===== src/rtl/control_unit.sv =====
// Main decoder plus ALU-control decoder for a single-cycle RV32I-subset core.
// Decode is purely combinational; the sticky illegal-instruction flag is the only state.
module control_unit (
  input  logic       clk,
  input  logic       reset,
  input  logic [6:0] f7,
  input  logic [2:0] f3,
  input  logic [6:0] op,
  input  logic       z,
  output logic       b,
  output logic       mR,
  output logic       m2r,
  output logic [3:0] aluOp,
  output logic       mW,
  output logic       aluSrc,
  output logic       rW,
  output logic       illegal,
  output logic       illegal_seen
);
  localparam logic [3:0] ALU_AND = 4'b0000, ALU_OR  = 4'b0001, ALU_ADD = 4'b0010,
                         ALU_XOR = 4'b0011, ALU_SLL = 4'b0100, ALU_SRL = 4'b0101,
                         ALU_SUB = 4'b0110, ALU_SLT = 4'b0111, ALU_SRA = 4'b1101;
  localparam logic [6:0] OP_R = 7'b0110011, OP_I  = 7'b0010011, OP_LD = 7'b0000011,
                         OP_ST = 7'b0100011, OP_BR = 7'b1100011;
  localparam logic [6:0] F7_0 = 7'b0000000, F7_ALT = 7'b0100000;

  logic       w_b, w_mR, w_m2r, w_mW, w_aluSrc, w_rW, w_ill;
  logic [3:0] w_aluOp;
  logic       r_illegal_seen;

  always_comb begin
    w_b      = 1'b0;
    w_mR     = 1'b0;
    w_m2r    = 1'b0;
    w_mW     = 1'b0;
    w_aluSrc = 1'b0;
    w_rW     = 1'b0;
    w_ill    = 1'b0;
    w_aluOp  = ALU_ADD;
    case (op)
      OP_R: begin
        w_rW = 1'b1;
        case ({f7, f3})
          {F7_0,   3'b000}: w_aluOp = ALU_ADD;
          {F7_ALT, 3'b000}: w_aluOp = ALU_SUB;
          {F7_0,   3'b111}: w_aluOp = ALU_AND;
          {F7_0,   3'b110}: w_aluOp = ALU_OR;
          {F7_0,   3'b100}: w_aluOp = ALU_XOR;
          {F7_0,   3'b001}: w_aluOp = ALU_SLL;
          {F7_0,   3'b101}: w_aluOp = ALU_SRL;
          {F7_ALT, 3'b101}: w_aluOp = ALU_SRA;
          {F7_0,   3'b010}: w_aluOp = ALU_SLT;
          default:          w_ill   = 1'b1;
        endcase
      end
      OP_I: begin
        w_rW     = 1'b1;
        w_aluSrc = 1'b1;
        case (f3)
          3'b000: w_aluOp = ALU_ADD;
          3'b111: w_aluOp = ALU_AND;
          3'b110: w_aluOp = ALU_OR;
          3'b100: w_aluOp = ALU_XOR;
          3'b010: w_aluOp = ALU_SLT;
          3'b001: if (f7 == F7_0) w_aluOp = ALU_SLL; else w_ill = 1'b1;
          3'b101: begin
            if (f7 == F7_0)        w_aluOp = ALU_SRL;
            else if (f7 == F7_ALT) w_aluOp = ALU_SRA;
            else                   w_ill   = 1'b1;
          end
          default: w_ill = 1'b1;
        endcase
      end
      OP_LD: begin
        w_mR     = 1'b1;
        w_m2r    = 1'b1;
        w_aluSrc = 1'b1;
        w_rW     = 1'b1;
      end
      OP_ST: begin
        w_mW     = 1'b1;
        w_aluSrc = 1'b1;
      end
      OP_BR: begin
        w_aluOp = ALU_SUB;
        // z is only consulted here, so an unknown z never reaches b elsewhere
        case (f3)
          3'b000:  w_b   = z;
          3'b001:  w_b   = ~z;
          default: w_ill = 1'b1;
        endcase
      end
      default: w_ill = 1'b1;
    endcase
    if (w_ill) begin
      w_b      = 1'b0;
      w_mR     = 1'b0;
      w_m2r    = 1'b0;
      w_mW     = 1'b0;
      w_aluSrc = 1'b0;
      w_rW     = 1'b0;
      w_aluOp  = ALU_ADD;
    end
  end

  always_ff @(posedge clk) begin
    if (reset) r_illegal_seen <= 1'b0;
    else       r_illegal_seen <= r_illegal_seen | w_ill;
  end

  assign b            = w_b;
  assign mR           = w_mR;
  assign m2r          = w_m2r;
  assign aluOp        = w_aluOp;
  assign mW           = w_mW;
  assign aluSrc       = w_aluSrc;
  assign rW           = w_rW;
  assign illegal      = w_ill;
  assign illegal_seen = r_illegal_seen;
endmodule


===== config.mk =====
export PLATFORM = sky130hd
export DESIGN_NAME = control_unit
export DESIGN_NICKNAME = d
export VERILOG_FILES = /design/src/rtl/control_unit.sv
export SDC_FILE = /design/constraint.sdc
export NUM_CORES = 1
export LEC_CHECK = 0
export ABC_CLOCK_PERIOD_IN_PS = 5900
export CAP_MARGIN = 10
export CORE_AREA = 2 2 39 41
export CTS_BUF_LIST = sky130_fd_sc_hd__clkbuf_4 sky130_fd_sc_hd__clkbuf_8
export DETAILED_ROUTE_END_ITERATION = 7
export DIE_AREA = 0 0 41 43
export PLACE_DENSITY_LB_ADDON = 0.15
export SYNTH_ARGS = -nofsm -noshare
export SYNTH_HDL_FRONTEND = slang
export SYNTH_SLANG_ARGS = --single-unit

===== constraint.sdc =====
create_clock -name clk -period 5.9 [get_ports clk]
set_input_delay 1.18 -clock clk [delete_from_list [all_inputs] [get_ports clk]]
set_output_delay 1.18 -clock clk [all_outputs]
set_load 0.05 [all_outputs]

==> results of run 1 <==
==> synth_stat cells, drive strengths merged (2+ instances only) <==
master and instances:
nor4 4, inv 6, or2 5, nor3 4, nor2 2, a21oi 3
o41ai 2, a211oi 2, clkbuf 3, o21ai 2, nand2 4
==> layer usage <==
layer / part of all wire (%) / vias to the layer above / GRT usage, %
li1: - / 279 / -
met1: 42 / 247 / 20.4
met2: 48 / 23 / 23.1
met3: 9.9 / 0 / 0.524
met4: 0 / 0 / 0
met5: 0 / - / 0
==> worst max-delay path by stage <==
stage	start	to	slack [ns]	depth (start not counted)
after detailed placement	f7[0]	rW	1.01	6
final	f7[0]	rW	1.04	6
after CTS	f7[0]	rW	1.02	6
after global placement	f7[0]	rW	1.02	6
after floorplan	f7[0]	aluOp[3]	1.27	4
after global routing	op[2]	illegal	0.88	6
==> area by class of cell <==
class / count / area [um2]
fill: 144 / 663
multi-input combinational: 47 / 348
timing repair buffer: 31 / 310
inverter: 6 / 22.5
sequential: 1 / 20.0
tap: 16 / 20.0
==> critical path: cells and delay by family <==
family / cells / cell delay (ns)
buf+inv: 2 / 1.25
simple gates: 3 / 0.96
compound gates: 1 / 0.28
==> logic make-up after synthesis <==
kind of cell / share of synthesized area (%)
and+or+nand+nor: 45.2
AOI/OAI and AO/OA: 31.8
buffers and inverters: 14.3
xor gates and xnor gates: 4.08
DFF: 4.66
==> power breakdown <==
group / total, mW / internal (mW) / leakage (nW) / switching, mW
Sequential: 0.00748 / 0.00731 / 0.00844 / 0.000179
Clock: 0 / 0 / 0 / 0
Combinational: 0.0343 / 0.0180 / 0.217 / 0.0164
==> per-stage QoR <==
stage / utilization, % / power [mW]
2_1_floorplan: - / 0.0250
3_3_place_gp: 52.1 / 0.0418
3_5_place_dp: 52.1 / 0.0419
4_1_cts: 52.1 / 0.0420
5_1_grt: 52.1 / 0.0447
6_report: 52.1 / 0.0418
==> results.md, run 1 <==
* Status: complete, no violations
* Actual slew at the worst max-slew pin at slightly below 0.5 ns
* VDD IR max at around 0.053 mV
* Register-to-register setup slack at 5.21 ns
* Wire length of the first global-routing pass at between 1.5 and 2 mm
* Largest net degree at the start of global routing at 11
* Wire length after detailed routing at roughly 1.2 mm
* Chip Height at about 43 um
* Cells along the critical path: clkdlybuf4s50_1 > or4_4 > nor4_4 > nor4_1 > a2111oi_2 > clkdlybuf4s50_1
* Boundary Pins at 32
* Reg2reg end: illegal_seen
* Final antenna diode count at 0
* Clock-pin slew of the registers on the worst-case setup and hold paths at 0 ns
* Via-per-instance ratio at about 5.4
* Setup Skew at 0 ns
* Later-pin clock latency in the skew report at 0 ns
* Max Fanout on Critical Path at 5
* Number of cells on the worst hold path at 1
* Flip-flop count of the largest register after layout at 1
* Horiz. Die Dim at about 40 um
* Post-layout worst setup margin at ~1.0 ns
* Worst hold slack at ~0.47 ns
* Total global routing track utilization at 13.9%
* Flip-flop and latch count after synthesis at 1
* Ys flop type: sky130_fd_sc_hd__dfxtp_1
* Average cell area after synthesis at 7.40 um2
* DP Wirelength at 999 um
* Number of cells on the worst reg-to-reg path at 1
* Placed Area at 721 um2
* Placeable Area at 1380 um2
* Number of DRC violations after detailed routing at 0
* Setup repair after global routing missed its margin: false
* Ys Warns at 0
* Min-delay src: illegal_seen
* Crit start category: primary input
* Number of design-rule violations left by the first detailed-router iteration at 10
* Setup WS pre-CTS at between 1 and 1.5 ns
* Yosys top cell area share at around 6.4%
* Areal power density over the cells at around 58 nW/um2
* Global-route congestion overflow total at 0
* Critical Path Max Stage Delay at 0.85 ns
* Count of hold buffers inserted by post-cts repair at 0
* Relative area change from synthesis to final layout at 67.9%
* Leading post-synthesis cells by cell area: sky130_fd_sc_hd__clkbuf_8 6.4%, sky130_fd_sc_hd__inv_1 5.2%, sky130_fd_sc_hd__nor4_4 5.0%
* Share of synthesized flip-flops with an asynchronous set or reset at 0%
* Routed len/inst at between 10 and 15 um
* Data required time at the worst endpoint at 4.72 ns
* Worst reg2reg startpoint: illegal_seen
* Most common library cell in the layout ignoring fill and taps: sky130_fd_sc_hd__clkdlybuf4s50_1
* Worst Hold Endpoint: illegal_seen
* Final Hold Violating Endpoints at 0
* Final total negative setup slack at 0 ns
* Mapped cell area at 429 um2
* Sequential cell area fraction in the yosys report at 4.66%
* Post-synthesis cell type count at 37
* ANT nets after route at 0
* First drt pass iteration count at 4
* Core Rows at 14
* Reported max-cap violation count at 0
* Slowest cell on crit path: sky130_fd_sc_hd__clkdlybuf4s50_1
* Placer Congestion at ~0.87
* Achievable clock frequency at between 0.2 and 0.25 GHz
* Cell type contributing the most total cell area after synthesis: sky130_fd_sc_hd__clkbuf_8
* Hold/Removal Path Class: reg -> reg
* Die ar. at between 1500 and 2000 um2
* Count of pins over their slew limit at 0
* Worst setup path class: in -> out
* Arrival time at the worst endpoint at between 3 and 4 ns
* Library cell appearing most often on the critical path: sky130_fd_sc_hd__clkdlybuf4s50_1
* Final cell area excluding filler cells at a little over 700 um2
* Number of instances in the synthesized netlist at 58
* Setup Fix Bufs, Post-CTS at 0
* Fraction of final layout cells sized beyond drive strength 1 at 9.41%
* Number of standard cells in the final layout excluding fillers at between 100 and 150
* Via count of the first global-routing pass at 461
* Post-synth EDFFs at 0
* Number of instances in the placed design at about 100
* Slew HR at between 60% and 70%
* Leakage component of the power at 0.226 nW
* Number of antenna violations at the first check in global routing at 0
* Most frequent cells in the layout: 31 x sky130_fd_sc_hd__clkdlybuf4s50_1, 6 x sky130_fd_sc_hd__inv_1, 4 x sky130_fd_sc_hd__nor3_1, 4 x sky130_fd_sc_hd__nand2_1
* Crit path capture type: output port
* Ratio of final minimum period to clock period at 82.4%
* Number of input and output port buffers inserted at 31
* Total via count in the routed design at about 550
* Initial core utilization at 31.0%
* Number of nets in the layout at about 110
* Quantity of gates resized following cts at 0
* Final min period at ~4.9 ns
* Final setup fails at 0
* Nets in the synthesized netlist at roughly 80
Note: power is estimated with default switching activity, not from simulation.
==> run 2, diff against run 1 <==
--- a/config.mk
+++ b/config.mk
@@ -5,12 +5,12 @@
 export SDC_FILE = /design/constraint.sdc
 export NUM_CORES = 1
 export LEC_CHECK = 0
-export ABC_CLOCK_PERIOD_IN_PS = 5900
+export ABC_CLOCK_PERIOD_IN_PS = 4200
 export CAP_MARGIN = 10
-export CORE_AREA = 2 2 39 41
+export CORE_AREA = 2 2 41 43
 export CTS_BUF_LIST = sky130_fd_sc_hd__clkbuf_4 sky130_fd_sc_hd__clkbuf_8
 export DETAILED_ROUTE_END_ITERATION = 7
-export DIE_AREA = 0 0 41 43
+export DIE_AREA = 0 0 43 45
 export PLACE_DENSITY_LB_ADDON = 0.15
 export SYNTH_ARGS = -nofsm -noshare
 export SYNTH_HDL_FRONTEND = slang
==> constraint.sdc (replaced) <==
create_clock -name clk -period 4.2 [get_ports clk]
set_input_delay 0.84 -clock clk [delete_from_list [all_inputs] [get_ports clk]]
set_output_delay 0.84 -clock clk [all_outputs]
set_load 0.05 [all_outputs]
==> run 2 against run 1 <==
Compared with the run above: critical path depth decreased by 2; flip-flop and latch count stayed put; worst hold slack worse by 0.0056 ns; die area up 9.8%; wire length increased by 4.9%; power is 45% higher; highest routed layer unchanged; global-route usage is 0.92 points lower.
==> results.md, run 2 (synthesis gave the netlist of run 1 again) <==
* Reg2reg end: illegal_seen
* Relative area change from synthesis to final layout at 76.1%
* Setup WS pre-CTS at 0.432 ns (-0.580 ns)
* Final setup fails at 0 (unchanged)
* Placeable Area at 1470 um2 (+6.3%)
* Via count of the first global-routing pass at 459 (-0.43%)
* Count of hold buffers inserted by post-cts repair at 0 (unchanged)
* Setup Fix Bufs, Post-CTS at 0 (unchanged)
* Quantity of gates resized following cts at 0 (unchanged)
* Worst reg2reg startpoint: illegal_seen
* Most frequent cells in the layout: 24 x sky130_fd_sc_hd__clkdlybuf4s50_1, 6 x sky130_fd_sc_hd__inv_1, 6 x sky130_fd_sc_hd__buf_4
* Chip Height at 45 um (+4.7%)
* Hold/Removal Path Class: reg -> reg
* Achievable clock frequency at between 0.2 and 0.3 GHz
* Setup Skew at 0 ns (unchanged)
* Clock-pin slew of the registers on the worst-case setup and hold paths at 0 ns (unchanged)
* Multi-input gate area in the final layout at 348 um2 (unchanged)
* Ratio of final minimum period to clock period at roughly nine tenths
* Placed Area at 756 um2 (+4.9%)
* DP Wirelength at 1.08 mm (+8.2%)
* Final Hold Violating Endpoints at 0 (unchanged)
* Total global routing track utilization at 13.0% (-0.92 points)
* Number of antenna violations at the first check in global routing at 0 (unchanged)
* Core Rows at 14 (unchanged)
* Largest net degree at the start of global routing at 10 (-1)
* Crit start category: primary input
* Final antenna diode count at 0 (unchanged)
* Worst Hold Endpoint: illegal_seen
* Worst setup path class: in -> out
* Register-to-register setup slack at 3.52 ns (-1.69 ns)
* Flip-flop count of the largest register after layout at 1 (unchanged)
* Number of nets in the layout at 109 (+1.9%)
* Setup repair after global routing missed its margin: false
* Number of cells on the worst reg-to-reg path at 1 (unchanged)
* Crit path capture type: output port
* Count of pins over their slew limit at 0 (unchanged)
* Data required time at the worst endpoint at 3.36 ns (-1.36 ns)
* Later-pin clock latency in the skew report at 0 ns (unchanged)
* Final cell area excluding filler cells at 756 um2 (+4.9%)
* Leakage component of the power at 0.253 nW (+12%)
* Filler Cell Count at 140 (-2.8%)
* Arrival time at the worst endpoint at 2.92 ns (-0.76 ns)
* Wire length after detailed routing at 1.25 mm (+4.9%)
* Seq. cell area at 20.0 um2 (unchanged)
* Wire length of the first global-routing pass at 2.04 mm (+10%)
* Worst hold slack at 0.461 ns (-0.00562 ns)
* Slew HR at 66.0% (-1.1 points)
* Min-delay src: illegal_seen
* Final total negative setup slack at 0 ns (unchanged)
* Die ar. at 1940 um2 (+9.8%)
* Actual slew at the worst max-slew pin at 0.503 ns (+0.0150 ns)
* Number of DRC violations after detailed routing at 0 (unchanged)
* Global-route congestion overflow total at 0 (unchanged)
* Areal power density over the cells at 80.4 nW/um2 (+38%)
* First drt pass iteration count at 4 (unchanged)
* Routed len/inst at 12.1 um (+2.8%)
* Launching element of the worst setup path: op[4]
* VDD IR max at 0.0738 mV (+40%)
* Via-per-instance ratio at 5.33 (-1.9%)
* Total via count in the routed design at 549 (unchanged)
* Post-layout worst setup margin at 0.439 ns (-0.602 ns)
* Number of design-rule violations left by the first detailed-router iteration at 6 (-4)
* Number of cells on the worst hold path at 1 (unchanged)
* Max Fanout on Critical Path at 7 (+2)
* Fraction of final layout cells sized beyond drive strength 1 at 19.5% (+10 points)
* Placer Congestion at 0.868 (-0.78%)
* Boundary Pins at 32 (unchanged)
* Number of input and output port buffers inserted at 31 (unchanged)
* Most common library cell in the layout ignoring fill and taps: sky130_fd_sc_hd__clkdlybuf4s50_1
* Horiz. Die Dim at 43 um (+4.9%)
* Final min period at between 3 and 4 ns
* ANT nets after route at 0 (unchanged)
* Reported max-cap violation count at 0 (unchanged)
* Initial core utilization at 29.2% (-1.8 points)
* Status: complete, no violations
[run 2: changes by cell type in the layout (fill, tap and decap cells not counted), sizes merged]
cell	change
buf	+9
clkdlybuf4s50	-7
[run 2: critical path: stages]
cell and delay [ns]:
sky130_fd_sc_hd__clkdlybuf4s50_1 0.50, sky130_fd_sc_hd__or4b_1 0.58, sky130_fd_sc_hd__nor3_1 0.18, sky130_fd_sc_hd__clkdlybuf4s50_1 0.82
[run 2: power breakdown]
group	internal [mW]	total (mW)	switching (mW)
Clock	0	0	0
Combinational	0.0268	0.0502	0.0235
Sequential	0.0103	0.0105	0.000216
[run 2: cell type report]
class / count / area share, %
multi-input combinational: 47 / 46.0
sequential: 1 / 2.65
inverter: 6 / 2.98
tap: 16 / 2.65
timing repair buffer: 33 / 45.7
[run 2: per-layer routing]
metal | up-vias | global-route usage, % | part of all wire, % | routed length, um
met1 | 242 | 19.4 | 45 | 560
met4 | 0 | 0 | 0 | 0
met3 | 0 | 0.800 | 8.1 | 101
met2 | 24 | 22.1 | 47 | 589
met5 | - | 0 | 0 | 0
li1 | 283 | - | - | -
[run 2: worst max path at each step]
stage / endpoint / slack, ns / cells after the start
global route: m2r / 0.31 / 5
detailed placement: b / 0.43 / 4
finish: b / 0.44 / 4
global placement: b / 0.43 / 4
CTS: b / 0.43 / 4
floorplan: aluOp[3] / 0.25 / 4
[run 2: per-stage QoR]
stage	total power, mW	instances	utilization (%)
after floorplan	0.0351	58	-
after global placement	0.0606	103	51.4
after detailed placement	0.0607	103	51.4
after CTS	0.0609	103	51.4
after global routing	0.0648	103	51.4
final	0.0607	103	51.4
